--- config.mk ---
export PLATFORM = sky130hd
export DESIGN_NAME = rsa_result_capture_flat
export DESIGN_NICKNAME = d
export VERILOG_FILES = /design/src/rtl/rsa_result_capture_if.sv /design/src/rtl/rsa_result_capture.sv /design/src/flat_wrapper.sv
export SDC_FILE = /design/constraint.sdc
export NUM_CORES = 1
export LEC_CHECK = 0
export ABC_AREA = 0
export BUFFER_PORTS_ARGS = -buffer_cell sky130_fd_sc_hd__buf_2
export CORE_MARGIN = 1
export CORE_UTILIZATION = 57
export CTS_BUF_LIST = sky130_fd_sc_hd__clkbuf_16
export DETAILED_ROUTE_END_ITERATION = 6
export GPL_ROUTABILITY_DRIVEN = 0
export PLACE_DENSITY = 0.79
export SLEW_MARGIN = 20
export SYNTH_ARGS = -nofsm -noshare
export SYNTH_HDL_FRONTEND = slang
export SYNTH_SLANG_ARGS = --single-unit
--- constraint.sdc ---
create_clock -name clk -period 2.15 [get_ports clk]
set_input_delay 0.215 -clock clk [delete_from_list [all_inputs] [get_ports clk]]
set_output_delay 0.215 -clock clk [all_outputs]
set_load 0.02 [all_outputs]
--- src/rtl/rsa_result_capture_if.sv ---
// Handshake bundle between the encrypt/decrypt modExp pair and the result-capture stage.
interface rsa_result_capture_if #(
   parameter int unsigned MSG_W = 12
);
   logic [MSG_W-1:0] msg_plain;
   logic             plain_valid;
   logic [MSG_W-1:0] msg_enc;
   logic             enc_done;
   logic [MSG_W-1:0] msg_dec;
   logic             dec_done;

   modport master (
      output msg_plain, plain_valid, msg_enc, enc_done, msg_dec, dec_done
   );

   modport slave (
      input  msg_plain, plain_valid, msg_enc, enc_done, msg_dec, dec_done
   );
endinterface

--- src/rtl/rsa_result_capture.sv ---
// Captures plaintext/ciphertext/decrypted results, checks the round trip, drives board LEDs.
// Optional `LATENCY_CNT_EN: per-transaction cycle counter shown while both buttons are held.
module rsa_result_capture #(
   parameter int unsigned MSG_W           = 12,
   parameter int unsigned DEBOUNCE_CYCLES = 16,
   parameter int unsigned TIMEOUT_CYCLES  = 1000000
) (
   input  logic                 clk,
   input  logic                 rst_n,
   rsa_result_capture_if.slave  rsa,
   input  logic                 btn_enc,
   input  logic                 btn_dec,
   output logic [15:0]          led
);

   localparam int unsigned TimerW = $clog2(TIMEOUT_CYCLES);
   localparam int unsigned DbW    = $clog2(DEBOUNCE_CYCLES + 1);
   // Last timer value seen in a wait state before the timer would reach TIMEOUT_CYCLES-1.
   localparam logic [TimerW-1:0] TimerLast = TimerW'(TIMEOUT_CYCLES - 2);
   localparam logic [DbW-1:0]    DbLast    = DbW'(DEBOUNCE_CYCLES - 1);

   typedef enum logic [2:0] {StIdle, StWaitEnc, StWaitDec, StDone, StTimeout} state_e;
   typedef enum logic [1:0] {ViewPlain, ViewEnc, ViewDec} view_e;

   state_e            state_q;
   view_e             view_q;
   logic [MSG_W-1:0]  plain_q, enc_q, dec_q;
   logic              match_q, mismatch_q, timeout_q;
   logic [TimerW-1:0] timer_q;
`ifdef LATENCY_CNT_EN
   logic [TimerW-1:0] lat_q;
`endif

   // Button conditioning: index 0 = btn_enc, index 1 = btn_dec.
   logic [1:0]     btn_raw, sync1_q, sync2_q, db_q, db_flip, db_rise;
   logic [DbW-1:0] db_cnt_q [2];

   assign btn_raw = {btn_dec, btn_enc};

   always_comb begin
      for (int i = 0; i < 2; i++) begin
         db_flip[i] = (sync2_q[i] != db_q[i]) && (db_cnt_q[i] == DbLast);
      end
      db_rise = db_flip & sync2_q;
   end

   always_ff @(posedge clk or negedge rst_n) begin
      if (!rst_n) begin
         sync1_q <= '0;
         sync2_q <= '0;
         db_q    <= '0;
         for (int i = 0; i < 2; i++) db_cnt_q[i] <= '0;
      end else begin
         sync1_q <= btn_raw;
         sync2_q <= sync1_q;
         for (int i = 0; i < 2; i++) begin
            if (sync2_q[i] == db_q[i]) begin
               db_cnt_q[i] <= '0;
            end else if (db_flip[i]) begin
               db_cnt_q[i] <= '0;
               db_q[i]     <= sync2_q[i];
            end else begin
               db_cnt_q[i] <= db_cnt_q[i] + DbW'(1);
            end
         end
      end
   end

   always_ff @(posedge clk or negedge rst_n) begin
      if (!rst_n) begin
         view_q <= ViewPlain;
      end else if (db_rise[1]) begin
         view_q <= ViewDec;
      end else if (db_rise[0]) begin
         view_q <= ViewEnc;
      end
   end

   // Transaction FSM; a new plain_valid always wins and restarts from scratch.
   always_ff @(posedge clk or negedge rst_n) begin
      if (!rst_n) begin
         state_q    <= StIdle;
         plain_q    <= '0;
         enc_q      <= '0;
         dec_q      <= '0;
         match_q    <= 1'b0;
         mismatch_q <= 1'b0;
         timeout_q  <= 1'b0;
         timer_q    <= '0;
`ifdef LATENCY_CNT_EN
         lat_q      <= '0;
`endif
      end else if (rsa.plain_valid) begin
         state_q    <= StWaitEnc;
         plain_q    <= rsa.msg_plain;
         enc_q      <= '0;
         dec_q      <= '0;
         match_q    <= 1'b0;
         mismatch_q <= 1'b0;
         timeout_q  <= 1'b0;
         timer_q    <= '0;
`ifdef LATENCY_CNT_EN
         lat_q      <= '0;
`endif
      end else begin
         case (state_q)
            StWaitEnc, StWaitDec: begin
               timer_q <= timer_q + TimerW'(1);
`ifdef LATENCY_CNT_EN
               lat_q   <= lat_q + TimerW'(1);
`endif
               if (state_q == StWaitEnc && rsa.enc_done) begin
                  enc_q   <= rsa.msg_enc;
                  state_q <= StWaitDec;
               end else if (state_q == StWaitDec && rsa.dec_done) begin
                  dec_q      <= rsa.msg_dec;
                  match_q    <= (rsa.msg_dec == plain_q);
                  mismatch_q <= (rsa.msg_dec != plain_q);
                  state_q    <= StDone;
               end else if (timer_q == TimerLast) begin
                  timeout_q <= 1'b1;
                  state_q   <= StTimeout;
               end
            end
            default: ;
         endcase
      end
   end

   logic [MSG_W-1:0] sel_cap;
   logic [11:0]      view12;
   logic             busy;
   logic [15:0]      led_d;

   assign busy = (state_q == StWaitEnc) || (state_q == StWaitDec);

   always_comb begin
      case (view_q)
         ViewEnc: sel_cap = enc_q;
         ViewDec: sel_cap = dec_q;
         default: sel_cap = plain_q;
      endcase
      view12 = 12'(sel_cap);
`ifdef LATENCY_CNT_EN
      if (db_q == 2'b11) begin
         view12 = (32'(lat_q) > 32'd4095) ? 12'hFFF : 12'(lat_q);
      end
`endif
      led_d = {timeout_q, busy, mismatch_q, match_q, view12};
   end

   always_ff @(posedge clk or negedge rst_n) begin
      if (!rst_n) begin
         led <= '0;
      end else begin
         led <= led_d;
      end
   end

endmodule

--- src/flat_wrapper.sv ---
// flat-port wrapper written by rule: the top's interface ports become plain ports
module rsa_result_capture_flat 
#(
   parameter int unsigned MSG_W           = 12,
   parameter int unsigned DEBOUNCE_CYCLES = 16,
   parameter int unsigned TIMEOUT_CYCLES  = 1000000
)
  (clk, rst_n, btn_enc, btn_dec, led, rsa_msg_plain, rsa_plain_valid, rsa_msg_enc, rsa_enc_done, rsa_msg_dec, rsa_dec_done);
  rsa_result_capture_if #(.MSG_W(MSG_W)) rsa_i ();
  input  logic clk;
  input  logic rst_n;
  input  logic btn_enc;
  input  logic btn_dec;
  output logic [15:0] led;
  input wire logic [$bits(rsa_i.msg_plain)-1:0] rsa_msg_plain;
  input wire logic [$bits(rsa_i.plain_valid)-1:0] rsa_plain_valid;
  input wire logic [$bits(rsa_i.msg_enc)-1:0] rsa_msg_enc;
  input wire logic [$bits(rsa_i.enc_done)-1:0] rsa_enc_done;
  input wire logic [$bits(rsa_i.msg_dec)-1:0] rsa_msg_dec;
  input wire logic [$bits(rsa_i.dec_done)-1:0] rsa_dec_done;
  assign rsa_i.msg_plain = rsa_msg_plain;
  assign rsa_i.plain_valid = rsa_plain_valid;
  assign rsa_i.msg_enc = rsa_msg_enc;
  assign rsa_i.enc_done = rsa_enc_done;
  assign rsa_i.msg_dec = rsa_msg_dec;
  assign rsa_i.dec_done = rsa_dec_done;
  rsa_result_capture #(.MSG_W(MSG_W), .DEBOUNCE_CYCLES(DEBOUNCE_CYCLES), .TIMEOUT_CYCLES(TIMEOUT_CYCLES)) u_core (.clk(clk), .rst_n(rst_n), .rsa(rsa_i), .btn_enc(btn_enc), .btn_dec(btn_dec), .led(led));
endmodule
==> flow_metrics.tcl <==
set metrics [dict create \
    run_status "finished clean" \
    netlist_area_sq_um 4290 \
    grtUsageTotal_pct 24.9 \
    hold_viol 0 \
    setup.worst_path.start_class "flop" \
    routed-via-count 3227 \
    drtAntennaViolNets 0 \
    dp.final_hpwl_um 6160 \
    synth.largest_area_cell "sky130_fd_sc_hd__dfrtp_1" \
    io_pins 59 \
    synth.distinct_cells 43 \
    timing.setup.tns_ns 0 \
    holdCritPathClass "in2reg" \
    diodes 0 \
    drt_iter0_markers 182 \
    synth_flop_cell "sky130_fd_sc_hd__dfrtp_1" \
    crit_type "reg2reg" \
    yosys.cell_count.top_type "sky130_fd_sc_hd__dfrtp_1" \
    ys_seq_area_share_pct 56.0 \
    tightestPinTransition_ns 0.801 \
    switching_share_pct 24.7 \
    cts.sink_count 96 \
    grt_setup_unrepaired "no" \
    postCtsSetupBuffers 0 \
    power-per-cell-area_nw_per_um2 784 \
    grt_pass1_wl_um 14600 \
    synth_enable_flop_cells 0 \
    die_width_um 88.7 \
    totalWireLength_um 8890 \
    worstPathRequired_ns 2.38 \
    relSlewSlack_pct 46.2 \
    mappedNetlistNets 463 \
    p_seq_share_pct 50.4 \
    dieArea_sq_um 7880 \
    power.share.combinational_pct 10.6 \
    buffer_ports.inserted 58 \
    first_global_vias 3132 \
    grt_max_degree 67 \
    timing_max_transition_violations_final 0 \
    layout.core_utilization_pct 69.3 \
    p_clk_share_pct 39.1 \
    final.period_utilization_pct 95.6 \
    cts_made_buffers 9 \
    nNetsFinal 520 \
    path_max_fanout 5 \
    min_tclk_post_route_ns 2.06 \
    finalHoldWorstSlack_ns 0.102 \
    max_cap_viol_count 0 \
    async_reset_ff_share_pct 100 \
    initial_core_util_pct 59.1 \
    post_drt_via_cell_ratio 5.61 \
    post-synth-top-area-fraction_pct 56.0 \
    placement.setup.worst_slack_ns 0.0419 \
    critPathCaptureType "flop" \
    die_h_um 88.7 \
    power.leakage_nw 2.17 \
    initial_antenna_violation_count 0 \
    post-route-cell-area_sq_um 5030 \
    synth.cells.most_frequent "96 x sky130_fd_sc_hd__dfrtp_1, 70 x sky130_fd_sc_hd__nand2_1, 39 x sky130_fd_sc_hd__a21oi_1" \
    detail_route.first_pass.iterations 4 \
    clk_path_buf_depth 2 \
    netlist_instances 414 \
    worst_skew_pair.late_latency_ns 0.34 \
    p_switching_mw 0.972 \
    finalWorstSetupSlack_ns 0.0936 \
    yosys_register_bits 96 \
    report.final.setup_viol 0 \
    arrival_ns 2.29 \
    areaGrowthSynthToFinish_pct 17.2 \
    htreeDepth 3 \
    grt_overflow_total 0 \
    clk_pin_slew_worst_paths_ns 0.07 \
    place_area_sq_um 4690 \
    cts_tree "built" \
    postSynthAreaPerCell_sq_um 10.4 \
    core_region_area_sq_um 7250 \
    cts-root-buf "sky130_fd_sc_hd__clkbuf_16" \
    floorplan.rows 31 \
    vdd_drop_max_v 0.000581 \
    route.detailed.drc 0 \
    ranking_of_synthesized_cells_by_area "sky130_fd_sc_hd__dfrtp_1 56%, sky130_fd_sc_hd__nand2_1 6.1%, sky130_fd_sc_hd__a21oi_1 4.6%" \
    synth.yosys.warnings 0 \
    max_clock_freq_mhz 486 \
    post_route_cells_drive_above_1_share_pct 22.1 \
    internal_power_mw 2.97 \
    wl_per_cell_um 15.5 \
    clock-skew-final_ns 0.00711 \
]
-- metrics by stage --
step / std cells / power, mW
after global routing: 575 / 4.10
after floorplan: 414 / 2.25
after CTS: 575 / 3.97
after detailed placement: 556 / 2.43
final: 575 / 3.94
after global placement: 556 / 2.41
-- path summary, 6_finish.rpt --
kind	from	endpoint	slack (ns)	depth (start not counted)
max	u_core.timer_q[0]	u_core.state_q[0]	0.09	6
min in group asynchronous	rst_n	u_core.db_cnt_q[4]	0.42	2
max in group asynchronous	rst_n	u_core.timer_q[11]	1.02	3
min	rsa_msg_plain[8]	u_core.plain_q[8]	0.10	2
min reg2reg	u_core.sync1_q[0]	u_core.sync2_q[0]	0.35	0
max reg2reg	u_core.timer_q[0]	u_core.state_q[0]	0.09	6
-- final cells by class --
type	instances	area (sq um)
flip-flops and latches	96	2400
multi-input cells	282	1750
well taps	99	124
inverters	12	45.0
repair buffers	70	415
clock inverters	7	63.8
fillers	539	2220
clock buffers	9	225
-- logic make-up after synthesis --
logic type               Yosys count  share of synthesized area [%]
XOR/XNOR                          25                           5.11
flip-flops                        96                           56.0
adder cells (fa/ha/maj)            6                           1.75
multiplexers                      14                           3.68
buffers and inverters             36                           3.79
AO/OA/AOI/OAI                     84                           11.8
AND/OR/NAND/NOR                  153                           17.8
-- cell usage in the layout, fill, tap and decap left out, types with 2 or more instances in the layout --
| master | synthesis | layout |
|---|---|---|
| sky130_fd_sc_hd__a21oi_1 | 39 | 39 |
| sky130_fd_sc_hd__a22oi_1 | 13 | 13 |
| sky130_fd_sc_hd__a31o_2 | 3 | 3 |
| sky130_fd_sc_hd__buf_12 | 0 | 2 |
| sky130_fd_sc_hd__buf_2 | 1 | 57 |
| sky130_fd_sc_hd__buf_4 | 3 | 8 |
| sky130_fd_sc_hd__clkbuf_16 | 0 | 9 |
| sky130_fd_sc_hd__clkinv_2 | 0 | 2 |
| sky130_fd_sc_hd__dfrtp_1 | 96 | 96 |
| sky130_fd_sc_hd__dlygate4sd3_1 | 0 | 3 |
| sky130_fd_sc_hd__ha_1 | 6 | 6 |
| sky130_fd_sc_hd__inv_1 | 12 | 13 |
| sky130_fd_sc_hd__mux2_2 | 14 | 14 |
| sky130_fd_sc_hd__nand2_1 | 70 | 70 |
| sky130_fd_sc_hd__nand2b_1 | 2 | 2 |
| sky130_fd_sc_hd__nand3_1 | 4 | 4 |
| sky130_fd_sc_hd__nand4_1 | 7 | 7 |
| sky130_fd_sc_hd__nand4b_1 | 5 | 5 |
| sky130_fd_sc_hd__nor2_1 | 25 | 25 |
| sky130_fd_sc_hd__nor2b_1 | 4 | 4 |
| sky130_fd_sc_hd__nor3_1 | 4 | 4 |
| sky130_fd_sc_hd__nor3b_1 | 3 | 3 |
| sky130_fd_sc_hd__nor4_1 | 6 | 6 |
| sky130_fd_sc_hd__nor4b_1 | 3 | 3 |
| sky130_fd_sc_hd__nor4bb_2 | 0 | 3 |
| sky130_fd_sc_hd__o21ai_0 | 16 | 16 |
| sky130_fd_sc_hd__o31ai_1 | 6 | 6 |
| sky130_fd_sc_hd__or3_4 | 0 | 2 |
| sky130_fd_sc_hd__or4_1 | 8 | 8 |
| sky130_fd_sc_hd__xnor2_1 | 17 | 17 |
| sky130_fd_sc_hd__xor2_1 | 8 | 8 |
-- layer usage --
| metal | track usage (%) | vias up | share of wire [%] |
|---|---|---|---|
| li1 | - | 1554 | - |
| met1 | 31.5 | 1564 | 43 |
| met2 | 41.0 | 87 | 49 |
| met3 | 5.88 | 22 | 5.1 |
| met4 | 11.0 | 0 | 2.6 |
| met5 | 0 | - | 0 |
-- critical path, stage by stage, from the launching register on --
cell and delay, ns:
sky130_fd_sc_hd__dfrtp_1 0.43, sky130_fd_sc_hd__inv_1 0.08, sky130_fd_sc_hd__ha_1 0.13, sky130_fd_sc_hd__nor4bb_2 0.30
sky130_fd_sc_hd__nand4_1 0.15, sky130_fd_sc_hd__or4_1 0.49, sky130_fd_sc_hd__a311o_1 0.36
-- state kept, by name (all words and copies together), names as in the netlist --
register and count:
u_core.sync2_q 2, u_core.enc_q 12, u_core.db_q 2, u_core.view_q 2, u_core.match_q 1, u_core.state_q 3, u_core.timeout_q 1, u_core.db_cnt_q 10
u_core.plain_q 12, u_core.mismatch_q 1, u_core.timer_q 20, u_core.sync1_q 2, u_core.dec_q 12, u_core.led 16
-- power groups by stage --
stage	registers [mW]	clock network [mW]	logic (mW)
2_1_floorplan	2.03	0	0.222
3_3_place_gp	2.01	0	0.398
3_5_place_dp	2.02	0	0.412
4_1_cts	1.99	1.57	0.420
5_1_grt	2.00	1.64	0.461
6_report	1.99	1.54	0.416
-- what timing repair did --
item / 4_1_cts / 5_1_grt
setup endpoints to repair: 0 / 2
hold buffers: 3 / 0
endpoints found under the hold margin: 47 / 0
resized for setup: 0 / 3
Power figures use the tool's default switching activity.
